===== config.mk =====
export PLATFORM = sky130hd
export DESIGN_NAME = sobel_mem_sequencer
export DESIGN_NICKNAME = d
export VERILOG_FILES = /design/src/rtl/sobel_mem_sequencer.sv
export SDC_FILE = /design/constraint.sdc
export NUM_CORES = 1
export LEC_CHECK = 0
export BUFFER_PORTS_ARGS = -buffer_cell sky130_fd_sc_hd__buf_4
export CORE_MARGIN = 5
export CORE_UTILIZATION = 25
export DETAILED_ROUTE_END_ITERATION = 10
export PLACE_DENSITY = 0.39
export SYNTH_ARGS = -nofsm -noshare
export SYNTH_HDL_FRONTEND = slang
export SYNTH_SLANG_ARGS = --single-unit

===== constraint.sdc =====
create_clock -name clk -period 9.3 [get_ports clk]
set_clock_uncertainty 0.15 [all_clocks]
set_input_delay 1.395 -clock clk [delete_from_list [all_inputs] [get_ports clk]]
set_output_delay 1.395 -clock clk [all_outputs]
set_load 0.05 [all_outputs]

===== src/rtl/sobel_mem_sequencer.sv =====
// Walks the interior of a grayscale frame, gathers each 3x3 neighbourhood through the
// Avalon master FSM, hands the window to the Sobel stage and writes the magnitude back.
module sobel_mem_sequencer #(
  parameter int          IMG_W    = 8,
  parameter int          IMG_H    = 8,
  parameter logic [31:0] SRC_BASE = 32'h0000_0000,
  parameter logic [31:0] DST_BASE = 32'h0001_0000
) (
  input  logic        clk,
  input  logic        n_rst,
  input  logic        start,
  output logic        busy,
  output logic        done,
  output logic        readen,
  output logic        writen,
  output logic [31:0] inaddr,
  output logic [31:0] wdata,
  input  logic        dataready,
  input  logic [31:0] readdata,
  output logic        win_valid,
  output logic [71:0] window,
  input  logic        result_valid,
  input  logic [7:0]  result
);

  typedef enum logic [3:0] {
    IDLE, RD_REQ, RD_WAIT, WIN_OUT, RES_WAIT, WR_REQ, WR_WAIT, NEXT, DONE
  } state_t;

  state_t      state, state_d;
  logic [15:0] x, x_d, y, y_d;
  logic [3:0]  k, k_d;
  logic        wcnt, wcnt_d;
  logic [71:0] win_d;
  logic [31:0] addr_d, wdata_d;
  logic        unused_hi;

  assign unused_hi = ^readdata[31:8];

  function automatic logic [31:0] pix_addr(input logic [31:0] base, input logic [15:0] px,
                                           input logic [15:0] py);
    return base + ((32'(py) * 32'(IMG_W) + 32'(px)) << 2);
  endfunction

  // Slot kk maps to dx = kk%3 - 1, dy = kk/3 - 1 around (px,py).
  function automatic logic [31:0] nbr_addr(input logic [15:0] px, input logic [15:0] py,
                                           input logic [3:0] kk);
    logic [15:0] nx, ny;
    case (kk)
      4'd0, 4'd3, 4'd6: nx = px - 16'd1;
      4'd1, 4'd4, 4'd7: nx = px;
      default:          nx = px + 16'd1;
    endcase
    if (kk < 4'd3)      ny = py - 16'd1;
    else if (kk < 4'd6) ny = py;
    else                ny = py + 16'd1;
    return pix_addr(SRC_BASE, nx, ny);
  endfunction

  always_ff @(posedge clk or negedge n_rst) begin
    if (!n_rst) begin
      state  <= IDLE;
      x      <= '0;
      y      <= '0;
      k      <= '0;
      wcnt   <= 1'b0;
      window <= '0;
      inaddr <= '0;
      wdata  <= '0;
    end else begin
      state  <= state_d;
      x      <= x_d;
      y      <= y_d;
      k      <= k_d;
      wcnt   <= wcnt_d;
      window <= win_d;
      inaddr <= addr_d;
      wdata  <= wdata_d;
    end
  end

  // inaddr/wdata are loaded with the value for the state being entered, so the
  // registered bus is already valid in the request cycle and held until completion.
  always_comb begin
    state_d = state;
    x_d     = x;
    y_d     = y;
    k_d     = k;
    wcnt_d  = wcnt;
    win_d   = window;
    addr_d  = '0;
    wdata_d = '0;
    case (state)
      IDLE: if (start) begin
        x_d     = 16'd1;
        y_d     = 16'd1;
        k_d     = 4'd0;
        addr_d  = nbr_addr(16'd1, 16'd1, 4'd0);
        state_d = RD_REQ;
      end
      RD_REQ: begin
        addr_d  = inaddr;
        state_d = RD_WAIT;
      end
      RD_WAIT: begin
        addr_d = inaddr;
        if (dataready) begin
          for (int i = 0; i < 9; i++)
            if (4'(i) == k) win_d[8*i +: 8] = readdata[7:0];
          if (k == 4'd8) begin
            addr_d  = '0;
            state_d = WIN_OUT;
          end else begin
            k_d     = k + 4'd1;
            addr_d  = nbr_addr(x, y, k + 4'd1);
            state_d = RD_REQ;
          end
        end
      end
      WIN_OUT: state_d = RES_WAIT;
      RES_WAIT: if (result_valid) begin
        addr_d  = pix_addr(DST_BASE, x, y);
        wdata_d = {24'b0, result};
        state_d = WR_REQ;
      end
      WR_REQ: begin
        addr_d  = inaddr;
        wdata_d = wdata;
        wcnt_d  = 1'b0;
        state_d = WR_WAIT;
      end
      WR_WAIT: begin
        addr_d  = inaddr;
        wdata_d = wdata;
        wcnt_d  = 1'b1;
        if (wcnt) begin
          addr_d  = '0;
          wdata_d = '0;
          state_d = NEXT;
        end
      end
      NEXT: begin
        k_d = 4'd0;
        if (x < 16'(IMG_W - 2)) begin
          x_d = x + 16'd1;
        end else begin
          x_d = 16'd1;
          y_d = y + 16'd1;
        end
        if (x == 16'(IMG_W - 2) && y == 16'(IMG_H - 2)) begin
          state_d = DONE;
        end else begin
          addr_d  = nbr_addr(x_d, y_d, 4'd0);
          state_d = RD_REQ;
        end
      end
      DONE:    state_d = IDLE;
      default: state_d = IDLE;
    endcase
  end

  assign busy      = (state != IDLE);
  assign done      = (state == DONE);
  assign readen    = (state == RD_REQ);
  assign writen    = (state == WR_REQ);
  assign win_valid = (state == WIN_OUT);

endmodule

==> results of run 1 <==
## layout by cell type, fill, tap and decap left out, types with 10 or more instances in the layout
cell       instances
a211oi_1          17
a21o_1            19
a21oi_1           74
a22o_1            11
and2_1            23
and3_1            19
buf_4            136
clkbuf_16         17
conb_1            35
dfrtp_1          142
ha_1              52
inv_1             23
mux2_2            77
nand2_1           94
nand3_1           22
nor2_1            74
nor3_1            36
o21ai_0           77
or2_2             10
xnor2_1           50
xor2_1            30
## cells by family (layout without fill, tap and decap cells)
kind of cell / count (synthesis) / count (layout) / synth area share
AOI/OAI and AO/OA: 313 / 313 / 0.200
adders and majority gates: 55 / 55 / 0.0693
and+or+nand+nor: 345 / 345 / 0.172
buffers and inverters: 113 / 190 / 0.0561
other: 1 / 35 / 0.000366
xor gates and xnor gates: 81 / 81 / 0.0699
DFF: 142 / 142 / 0.346
muxes: 79 / 79 / 0.0865
## power groups by stage
| stage | Combinational (mW) | Clock (mW) | Sequential (mW) |
|---|---|---|---|
| after floorplan | 1.07 | 0 | 1.21 |
| after global placement | 2.06 | 0 | 0.898 |
| after detailed placement | 2.06 | 0 | 0.902 |
| after CTS | 2.07 | 0.793 | 0.893 |
| after global routing | 2.21 | 0.821 | 0.915 |
| final | 2.05 | 0.765 | 0.893 |
## per-stage QoR
step | total power, mW | utilization | worst slack [ps] | hold slack (ps) | cell area [um^2]
final | 3.71 | 0.300 | 3310 | 337 | 12200
after global placement | 2.96 | 0.285 | 3350 | 318 | 11600
after global routing | 3.95 | 0.300 | 2770 | 359 | 12200
after floorplan | 2.28 | - | 4310 | 360 | 10400
after CTS | 3.76 | 0.300 | 3310 | 343 | 12200
after detailed placement | 2.97 | 0.285 | 3360 | 326 | 11600
## layout make-up
cell class / count / area (um^2)
Clock inverter: 13 / 203
Fill cell: 4363 / 28500
Timing Repair Buffer: 137 / 1030
Sequential cell: 142 / 3550
Tap cell: 532 / 666
Clock buffer: 17 / 425
Multi-Input combinational cell: 908 / 6270
Inverter: 23 / 86.3
## registers in the layout, summed over array words and instances, names as in the netlist
register and cells:
inaddr 21, k 4, state 4, wcnt 1, wdata 8, window 72, x 16, y 16
## worst paths after layout
path,start,endpoint,slack (ps),depth (start not counted)
setup / recovery,k[0]$_DFFE_PN0P_,inaddr[15]$_DFFE_PN0P_,3310,17
max in group asynchronous,n_rst,y[2]$_DFFE_PN0P_,6750,2
setup reg to reg,k[0]$_DFFE_PN0P_,inaddr[15]$_DFFE_PN0P_,3310,17
hold / removal,inaddr[9]$_DFFE_PN0P_,inaddr[9]$_DFFE_PN0P_,340,2
min in group asynchronous,n_rst,inaddr[22]$_DFFE_PN0P_,880,1
hold reg to reg,inaddr[9]$_DFFE_PN0P_,inaddr[9]$_DFFE_PN0P_,340,2
## routing by layer
metal | global-route usage | share of wire
met1 | 0.204 | 0.42
met2 | 0.272 | 0.48
met3 | 0.0393 | 0.053
met4 | 0.0739 | 0.043
met5 | 0 | 0
## worst max-delay path, cell delays in order (launching register included)
cell	delay, ps
dfrtp_1	460
ha_1	380
xnor2_1	380
o221ai_2	440
nor4b_2	780
a21oi_1	70
o21ai_0	190
o21ai_0	220
fa_1	530
a211oi_1	230
nor2_1	110
o31ai_1	730
a21o_1	220
nand2b_1	90
a21oi_1	160
o21bai_1	90
xnor2_1	470
o21ai_0	140
==> out/summary.md, run 1 <==
For the final count of pins violating max slew, the log shows 0. The flow ran to the end, and the final reports show no timing, DRC or antenna violations. The number of enable-type register cells in the synthesized netlist was 0. The worst hold path class was reg -> reg.

Yosys instantiated no cell more often than dfrtp_1. The logs give 40700 um^2 for the area of the core and 450 ps for the later-pin clock latency in the skew report. The run gives 2 as the maximum buffer depth of the clock tree. The number of register bits inferred by synthesis was 142.

The worst setup path is of the reg -> reg kind. Wire length per cell after detailed routing: 20.8 um. In the routed design, unresolved DRC markers number 0.

The first global-routing pass estimated 56.3 mm of wire. The run gives 0 as the count of antenna-violating nets left after detailed routing. Sequential cell area fraction in the yosys report: 0.346. The chip width was 213 um. For the final routed database, the setup TNS stands at 0 ps. The synthesized netlist contains 79 unique library cells. The number of gates given a new drive strength after cts is 0, and the via count of the first global-routing pass is 8998.

In this run, post-CTS hold repair placed 0 buffers. For this block, the via count after detailed routing is 8954. The run gives 0 as the initial antenna violation count. The largest area contributor in the netlist was dfrtp_1. The worst setup path is captured at a register. Time the worst path needs with I/O delays and setup: 5990 ps.

The congestion estimate from routability-driven global placement came to 0.848. The starting utilization of the core area is 0.252. For the combinational fraction of design power, the log shows 0.553.

The placed wire-length estimate after detailed placement is 27.4 mm. The share of power burned in registers was 0.241. TritonCTS built the clock tree.

The run gives 0.167 GHz as the fmax. Setup violations remaining at the end of the flow were counted as 0. The worst-margin pin slew was 1150 ps. The ratio of final minimum period to clock period was 0.644; the reported leakage power was 5.78 nW. The number of endpoints with negative hold slack in the final report is 0, and the clock net sink count is 142. The via count normalized by instance count was 5.05; the die boundary height was 213 um.

The detailed-route wire length is 36.8 mm, and the fraction of layout cells with a size suffix above 1 is 0.217. The area share of the largest cell type after synthesis was 0.346. Data arrives at the worst endpoint at 6150 ps. Once layout is complete, the cells apart from fillers number 1772.

The final layout contains 1329 nets. The first TritonRoute pass finished after 5 iterations. The peak fanout along the critical path is 14, and the switching share of power is 0.498. The area added between synthesis and finish was 19.3%; the reported net switching power was 1.85 mW. The worst IR drop on VDD came out at 0.192 mV. After global routing the overflow that remains totals 0. The largest net degree at the start of global routing was 85; the number of diodes added for antenna fixing was 0. The required time reported for the critical path endpoint was 9460 ps; the power share of the clock group was 0.206. Setup repair after global routing left no endpoint under its margin.

The async set-reset flop share out of synthesis was 1.00; the deepest level of the CTS H-tree was 4. Number of placed cells counting well taps: 1742. For the normalized max-slew margin, the log shows 0.230. The post-synthesis cell count is 1129. The floorplan step defined a die boundary enclosing 45200 um^2. The post-synthesis instance area is 10300 um^2, and the power per unit of standard cell area is 303 nW/um^2.

The tree is rooted in a clkbuf_16. In this run the tool buffered the top-level ports with 126 buffer cells. Row generation in the floorplan step produced 74 rows.

The run gives 1.86 mW as the internal power. Clock-pin slew was measured on the worst setup and hold paths at 70 ps. Average instance area after synthesis: 9.09 um^2. The flip-flop cell with the highest count after synthesis is dfrtp_1. The total routing resource utilization after global routing is 0.164.

The commonest cells after synthesis are dfrtp_1, nand2_1, mux2_2, o21ai_0. During synthesis, Yosys emitted a total of 0 warnings. The worst setup path is launched from a register. After synthesis, the cell types taking the most area are dfrtp_1, mux2_2, ha_1, xnor2_1, o21ai_0.

In this run, CTS created clock tree buffers numbering 17. Post-CTS timing repair inserted 0 buffers for setup. The top-level port count is 186, and the count of routing violations after the opening detailed-route iteration is 542. Max-cap violations in this run came to 0.
(Power assumes the default switching activity.)
==> run 2, diff against run 1 <==
- clock period: 9.3 -> 6.1 ns (I/O delays scaled with it)
==> run 2 against run 1 <==
  * Count of clock-buffer cells in the layout rose by 3
  * Worst hold slack got worse by 42 ps
  * Worst setup slack worse by 2800 ps
  * Via count increased by 0.50%
  * Highest routed layer unchanged
  * Sequential share of layout area shrank 0.36 points
  * Non-clock buffer count grew 20
  * First-iteration DRC count up 20%
  * Wire length is 0.56% higher
==> out/summary.md, run 2 (synthesis gave the netlist of run 1 again) <==
The run finished with clean final reports. Detailed-route wire length: 37.0 mm (was 36.8 mm). The tools report the via count of the routed design as 8999 (was 8954).

The initial antenna violation count came out at 0 (unchanged). The most common cell after layout, fill and taps aside was buf_4 (was dfrtp_1). For the final setup TNS, the log shows 0 ps (unchanged).

The port buffer count came out at 126 (unchanged). The count of antenna-violating nets left after detailed routing came out at 0 (unchanged). The register containing the most flip-flops in the final layout is window (unchanged). Class of the most critical setup path: reg -> reg (unchanged). For the clock net sink count, the log shows 142 (unchanged). The kind of cell adding the most delay to the critical path was compound AO/OA/AOI/OAI gates (unchanged). Via count of the first global-routing pass: 8903 (was 8998). The buffering stage count on the worst path with inverters included works out to 1 (was 0).

The max-capacitance violation count came out at 0 (unchanged). The worst hold path class is in -> async (was reg -> reg). The total cell area at the placement stage was 11800 um^2 (was 11600 um^2). The chip width is 213 um (unchanged), and the final hold slack is 295 ps (was 337 ps).

The maximum buffer depth of the clock tree came out at 2 (unchanged). The fraction of layout cells with a size suffix above 1 is 0.230 (was 0.217), and the count of routing violations after the opening detailed-route iteration is 650 (was 542). The ratio of final minimum period to clock period is 0.910 (was 0.644), and the placed wire-length estimate after detailed placement is 28.0 mm (was 27.4 mm). The tools report the number of setup violations in the final report as 0 (unchanged). The time the worst path needs with I/O delays and setup was 5550 ps (was 5990 ps). The final count of pins violating max slew is 0 (unchanged).

Area of the core: 40700 um^2 (unchanged). The tools report the worst IR drop on VDD as 0.268 mV (was 0.192 mV). Commonest cells after routing, fill and taps aside: buf_4, dfrtp_1, nand2_1 (was dfrtp_1, buf_4, nand2_1). The via count normalized by instance count is 5.02 (was 5.05), and the total routing resource utilization after global routing is 0.164 (about the same).

The deepest level of the CTS H-tree is 4 (unchanged), and the required time reported for the critical path endpoint is 6280 ps (was 9460 ps). The flip-flop count of the largest register after layout works out to 72 (unchanged). The power per unit of standard cell area was 459 nW/um^2 (was 303 nW/um^2); the register-to-register setup slack was 550 ps (was 3310 ps). The nature of the critical path startpoint was a register (unchanged). The starting utilization of the core area came out at 0.252 (unchanged). The later-pin clock latency in the skew report was 450 ps (about the same). The number of endpoints with negative hold slack in the final report was 0 (unchanged); the arrival time at the worst endpoint was 5740 ps (was 6150 ps).

The CTS buffer count was 17 (unchanged); the remaining global-route overflow was 0 (unchanged). Ordered cell list for the critical path: ha_1 > xnor2_1 > o221ai_1 > or4_1 > nor3_1 > nor3b_1 > a31oi_1 > o21ai_0 > o21ai_0 > ha_1 > nand2_1 > o21ai_0 > a41oi_1 > a311oi_1 > buf_4 > xor2_1 > a22oi_1 > nor2_1 > a221o_1 (was ha_1 > xnor2_1 > o221ai_2 > nor4b_2 > a21oi_1 > o21ai_0 > o21ai_0 > fa_1 > a211oi_1 > nor2_1 > o31ai_1 > a21o_1 > nand2b_1 > a21oi_1 > o21bai_1 > xnor2_1 > o21ai_0). The normalized max-slew margin was 0.172 (was 0.230). The remaining routing DRC violations came out at 0 (unchanged).

The fmax is 0.180 GHz (was 0.167 GHz). For the number of rows created at floorplan, the log shows 74 (unchanged). TritonCTS built the clock tree.

Delay of the slowest cell on the worst path: 640 ps (was 780 ps). The largest net degree at the start of global routing came out at 63 (was 85). The post-route cell area came out at 12400 um^2 (was 12200 um^2). Most prevalent standard cell on the critical path: o21ai_0 (unchanged). The worst-margin pin slew came out at 1240 ps (was 1150 ps).

Regs by FF count: window x72, inaddr x21 (unchanged). Number of gates given a new drive strength after cts: 0 (unchanged). The cell with the biggest individual delay on the critical path was or4_1 (was nor4b_2). The wire length per cell after detailed routing works out to 20.6 um (was 20.8 um). The number of diodes added for antenna fixing was 0 (unchanged); the post-CTS setup repair buffer count was 0 (unchanged). The clock-pin slew reported for the worst setup and hold paths after clock tree synthesis works out to 60 ps (was 70 ps). For the quantity of hold-fixing buffers added after cts, the log shows 0 (unchanged).

The tools report the reported leakage power as 5.88 nW (was 5.78 nW). The global-route wire length before repair was 55.9 mm (was 56.3 mm). The final core area utilization is 0.304 (was 0.300). Final weighted congestion of routability-driven global placement: 0.851 (was 0.848).

The final net count was 1349 (was 1329); the peak fanout along the critical path was 11 (was 14). The tools report the number of detailed-routing iterations run before antenna repair as 5 (unchanged). Die boundary height: 213 um (unchanged).

The area added between synthesis and finish is 20.8% (was 19.3%). Kind of end point of the critical path: a register (unchanged). Setup repair after global routing left no endpoint under its margin.

The run gives 45200 um^2 (unchanged) as the area of the die. The tools report the cell at the root of the clock tree as clkbuf_16 (unchanged). Top-level port count: 186 (unchanged).
run 2: final timing paths:
| path | startpoint | end | depth (start not counted) |
|---|---|---|---|
| max | k[0]$_DFFE_PN0P_ | inaddr[18]$_DFFE_PN0P_ | 19 |
| min | n_rst | wdata[3]$_DFFE_PN0P_ | 1 |
| max reg2reg | k[0]$_DFFE_PN0P_ | inaddr[18]$_DFFE_PN0P_ | 19 |
| min reg2reg | inaddr[17]$_DFFE_PN0P_ | inaddr[17]$_DFFE_PN0P_ | 2 |
| max in group asynchronous | n_rst | y[3]$_DFFE_PN0P_ | 2 |
| min in group clk | inaddr[17]$_DFFE_PN0P_ | inaddr[17]$_DFFE_PN0P_ | 2 |
run 2: layout make-up:
cell class	count	area, um^2
clock inverters	12	174
flip-flops and latches	142	3550
clock buffers	20	457
fillers	4372	28300
well taps	532	666
repair buffers	157	1180
inverters	23	86.3
multi-input cells	908	6270
run 2: worst reg2reg max path: cells and delay by family, from the launching register on:
family	cells	cell delay, ps
AND/OR/NAND/NOR	5	1360
XOR/XNOR	2	380
flip-flops	1	470
AO/OA/AOI/OAI	9	2160
buffers and inverters	1	190
adder cells (fa/ha/maj)	2	720
run 2: report_power, final:
| part | switching (mW) | internal (mW) | total [mW] |
|---|---|---|---|
| registers | 0.191 | 1.14 | 1.34 |
| clock network | 0.483 | 0.678 | 1.16 |
| logic | 2.15 | 1.04 | 3.19 |
run 2: routing by layer:
layer	wire [um]	vias to the layer above	share of wire	global-route usage
li1	-	4323	-	-
met1	15700	4394	0.42	0.202
met2	18300	227	0.49	0.276
met3	1850	55	0.050	0.0391
met4	1220	0	0.033	0.0636
met5	0	-	0	0
run 2: stage by stage:
step	setup WS, ps	std cells	power, mW
after detailed placement	556	1762	4.56
after global routing	64.9	1794	6.04
after global placement	636	1762	4.56
final	548	1794	5.69
after floorplan	1110	1163	3.48
after CTS	527	1794	5.76
==> run 3, diff against run 2 <==
- ABC_AREA: unset -> 1
==> run 3 against run 2 <==
  * Flip-flop and latch count is the same
  * Core utilization is 0.32 points lower
  * Non-clock buffer count decreased by 20
  * Sequential power is essentially flat
  * Largest cell class unchanged
==> out/summary.md, run 3 <==
The time the worst path needs with I/O delays and setup came out at 4840 ps (was 5550 ps). The tools report the nature of the critical path startpoint as a register (unchanged). The number of gates given a new drive strength after cts came out at 0 (unchanged). The worst-margin pin slew came out at 1090 ps (was 1240 ps). The die boundary height came out at 212 um (was 213 um). For the sequential cell area fraction in the yosys report, the log shows 0.348 (was 0.346). The tools report the worst reg2reg path startpoint as k[0]$_DFFE_PN0P_ (unchanged). The area added between synthesis and finish works out to 19.9% (was 20.8%).

The most common cell after layout, fill and taps aside is nand2_1 (was buf_4). The area used by multi-input combinational logic was 5760 um^2 (was 6270 um^2). The area of the die is 45000 um^2 (was 45200 um^2). The logs give 0.164 (about the same) for the total routing resource utilization after global routing and 5.68 mW (was 5.69 mW) for the total power consumption of the routed design.

TritonCTS built the clock tree. The clock-pin slew reported for the worst setup and hold paths after clock tree synthesis is 70 ps (was 60 ps). Wire length per cell after detailed routing: 17.4 um (was 20.6 um). The starting utilization of the core area is 0.251 (was 0.252). The post-synthesis instance area was 10200 um^2 (was 10300 um^2); the top-level port count was 186 (unchanged). The flow ran to the end, and the final reports show no timing, DRC or antenna violations.

The via count of the first global-routing pass is 9748 (was 8903). Register containing the most flip-flops in the final layout: window (unchanged). The maximum buffer depth of the clock tree is 2 (unchanged). The largest area contributor in the netlist is dfrtp_1 (unchanged). The tools report the yosys synthesis warning count as 0 (unchanged).

The largest net degree at the start of global routing is 69 (was 63). Commonest cells after routing, fill and taps aside: nand2_1, nor2_1, inv_1 (was buf_4, dfrtp_1, nand2_1). The switching share of power was 0.518 (was 0.497). For the count of routing violations after the opening detailed-route iteration, the log shows 585 (was 650).

Cell with the most instances after synthesis: nand2_1 (was dfrtp_1). Share of power burned in registers: 0.231 (was 0.235). The final count of pins violating max slew came out at 0 (unchanged). The tools report the start point of the critical path as k[0]$_DFFE_PN0P_ (unchanged). For the number of detailed-routing iterations run before antenna repair, the log shows 5 (unchanged). The ratio of final minimum period to clock period works out to 0.794 (was 0.910). The distinct cell type count of the synthesized netlist is 53 (was 79), and the async set-reset flop share out of synthesis is 1.00 (unchanged). For the via count of the routed design, the log shows 9796 (was 8999). Setup repair after global routing left no endpoint under its margin. The global-route wire length before repair is 57.3 mm (was 55.9 mm), and the chip width is 212 um (was 213 um).

The number of diodes added for antenna fixing was 0 (unchanged); the reported net switching power was 2.94 mW (was 2.83 mW). The tools report the worst setup timing slack at the placement stage as 1240 ps (was 556 ps). The flip-flop count of the largest register after layout is 72 (unchanged), and the final net count is 1660 (was 1349).

The run gives 0.214 (was 0.202) as the global routing met1 resource utilization. Port buffer count: 126 (unchanged). For the internal power, the log shows 2.74 mW (was 2.86 mW). Top cells by instance count after synthesis: nand2_1, nor2_1, inv_1 (was dfrtp_1, nand2_1, mux2_2, o21ai_0). Number of register bits inferred by synthesis: 142 (unchanged). Most utilized layer in the global route result: met2 (unchanged). The detailed-route wire length was 36.6 mm (was 37.0 mm); the power share of the clock group was 0.207 (was 0.204).

The tools report the kind of end point of the critical path as a register (unchanged). The final weighted congestion of routability-driven global placement was 0.869 (was 0.851); the area share of the largest cell type after synthesis was 0.348 (was 0.346). The worst IR drop on VDD was 0.219 mV (was 0.268 mV). The deepest level of the CTS H-tree is 4 (unchanged), and the fraction of layout cells with a size suffix above 1 is 0.130 (was 0.230).

The logs give 0.0416 (was 0.0391) for the global routing met3 resource utilization and 28.6 mm (was 28.0 mm) for the placed wire-length estimate after detailed placement. The remaining routing DRC violations is 0 (unchanged). Cell types with the largest area share after synthesis: dfrtp_1, nand2_1, ha_1, nor2_1, o21ai_0 (was dfrtp_1, mux2_2, ha_1, xnor2_1, o21ai_0).

The area occupied by registers was 3550 um^2 (unchanged). The initial antenna violation count is 0 (unchanged), and the arrival time at the worst endpoint is 5010 ps (was 5740 ps). The average instance area after synthesis works out to 7.06 um^2 (was 9.09 um^2). The cell at the root of the clock tree is clkbuf_16 (unchanged). Flip-flop cell with the highest count after synthesis: dfrtp_1 (unchanged). The CTS buffer count is 17 (unchanged), and the post-CTS setup repair buffer count is 0 (unchanged). The post-synthesis cell count was 1446 (was 1129); the power per unit of standard cell area was 464 nW/um^2 (was 459 nW/um^2). The class of the most critical setup path is reg -> reg (unchanged). For the final setup TNS, the log shows 0 ps (unchanged). The logs give 0.206 GHz (was 0.180 GHz) for the fmax and 40600 um^2 (was 40700 um^2) for the area of the core.

The number of endpoints with negative hold slack in the final report was 0 (unchanged). The peak fanout along the critical path came out at 17 (was 11). The normalized max-slew margin is 0.273 (was 0.172). Number of rows created at floorplan: 74 (unchanged).

For the combinational fraction of design power, the log shows 0.562 (was 0.561). The run gives 6.23 nW (was 5.88 nW) as the reported leakage power. The tools report the required time reported for the critical path endpoint as 6270 ps (was 6280 ps). The clock net sink count was 142 (unchanged). The run gives 0.275 (was 0.276) as the met2 global-route usage. The run gives 450 ps (about the same) as the later-pin clock latency in the skew report. The max-capacitance violation count was 0 (unchanged); the via count normalized by instance count was 4.65 (was 5.02). The number of enable-type register cells in the synthesized netlist came out at 0 (unchanged). The quantity of hold-fixing buffers added after cts came out at 0 (unchanged). The worst hold path class is in -> async (unchanged). The logs give 4507 (was 4372) for the number of filler instances in the final layout and 0 (unchanged) for the number of setup violations in the final report. The post-route worst setup slack was 1260 ps (was 548 ps); the count of antenna-violating nets left after detailed routing was 0 (unchanged). Regs by FF count: window x72, inaddr x21 (unchanged).

The remaining global-route overflow came out at 0 (unchanged).
-- run 3: area by class of cell --
cell class / count / share of cell area
Tap cell: 532 / 0.0544
Clock inverter: 15 / 0.0176
Clock buffer: 17 / 0.0348
Multi-Input combinational cell: 1108 / 0.471
Inverter: 154 / 0.0474
Timing Repair Buffer: 137 / 0.0844
Sequential cell: 142 / 0.290
-- run 3: through the flow --
| stage | utilization | area, um^2 | std cells | hold slack (ps) |
|---|---|---|---|---|
| after floorplan | - | 10300 | 1480 | 339 |
| after global placement | 0.285 | 11600 | 2073 | 302 |
| after detailed placement | 0.285 | 11600 | 2073 | 304 |
| after CTS | 0.301 | 12200 | 2105 | 323 |
| after global routing | 0.301 | 12200 | 2105 | 348 |
| final | 0.301 | 12200 | 2105 | 289 |
-- run 3: cells by family after synthesis --
kind of cell	Yosys count	share of synthesized area
DFF	142	0.348
buffers and inverters	230	0.0999
and+or+nand+nor	687	0.284
adders and majority gates	55	0.0696
AOI/OAI and AO/OA	299	0.170
xor gates and xnor gates	32	0.0275
other	1	0.000367
-- run 3: critical path, stage by stage, from the launching register on --
cell and delay, ps:
dfrtp_1 430, ha_1 300, xnor2_1 350, nand2_1 120, inv_1 80, nand2_1 50, nand2_1 300, nor2_1 90
buf_4 200, inv_1 420, nand2_1 100, o221ai_1 390, ha_1 370, a21oi_1 130, o21ai_0 90, a21oi_1 210
o21ai_0 180, nand2_1 90, nand2_1 90, o21ai_0 240, o21ai_0 130, a21oi_1 130, o21ai_0 90
-- run 3: final timing paths --
check	slack [ps]	cells past startpoint	to
worst max-delay path	1260	22	inaddr[17]$_DFFE_PN0P_
worst min-delay path	290	1	y[9]$_DFFE_PN0P_
worst max register to register	1260	22	inaddr[17]$_DFFE_PN0P_
worst min register to register	320	2	inaddr[22]$_DFFE_PN0P_
max in group asynchronous	4400	2	window[5]$_DFFE_PN0P_
min in group clk	320	2	inaddr[22]$_DFFE_PN0P_
-- run 3: power groups by stage --
stage          combinational, mW  clock, mW  sequential (mW)
4_1_cts                     3.24       1.22             1.31
3_5_place_dp                3.23          0             1.32
2_1_floorplan               1.88          0             1.71
5_1_grt                     3.57       1.26             1.34
6_report                    3.19       1.18             1.31
3_3_place_gp                3.24          0             1.32
-- run 3: metal layers --
metal	vias to the layer above	wire, um
li1	4980	-
met1	4606	16400
met2	179	17800
met3	31	1780
met4	0	650
met5	-	0
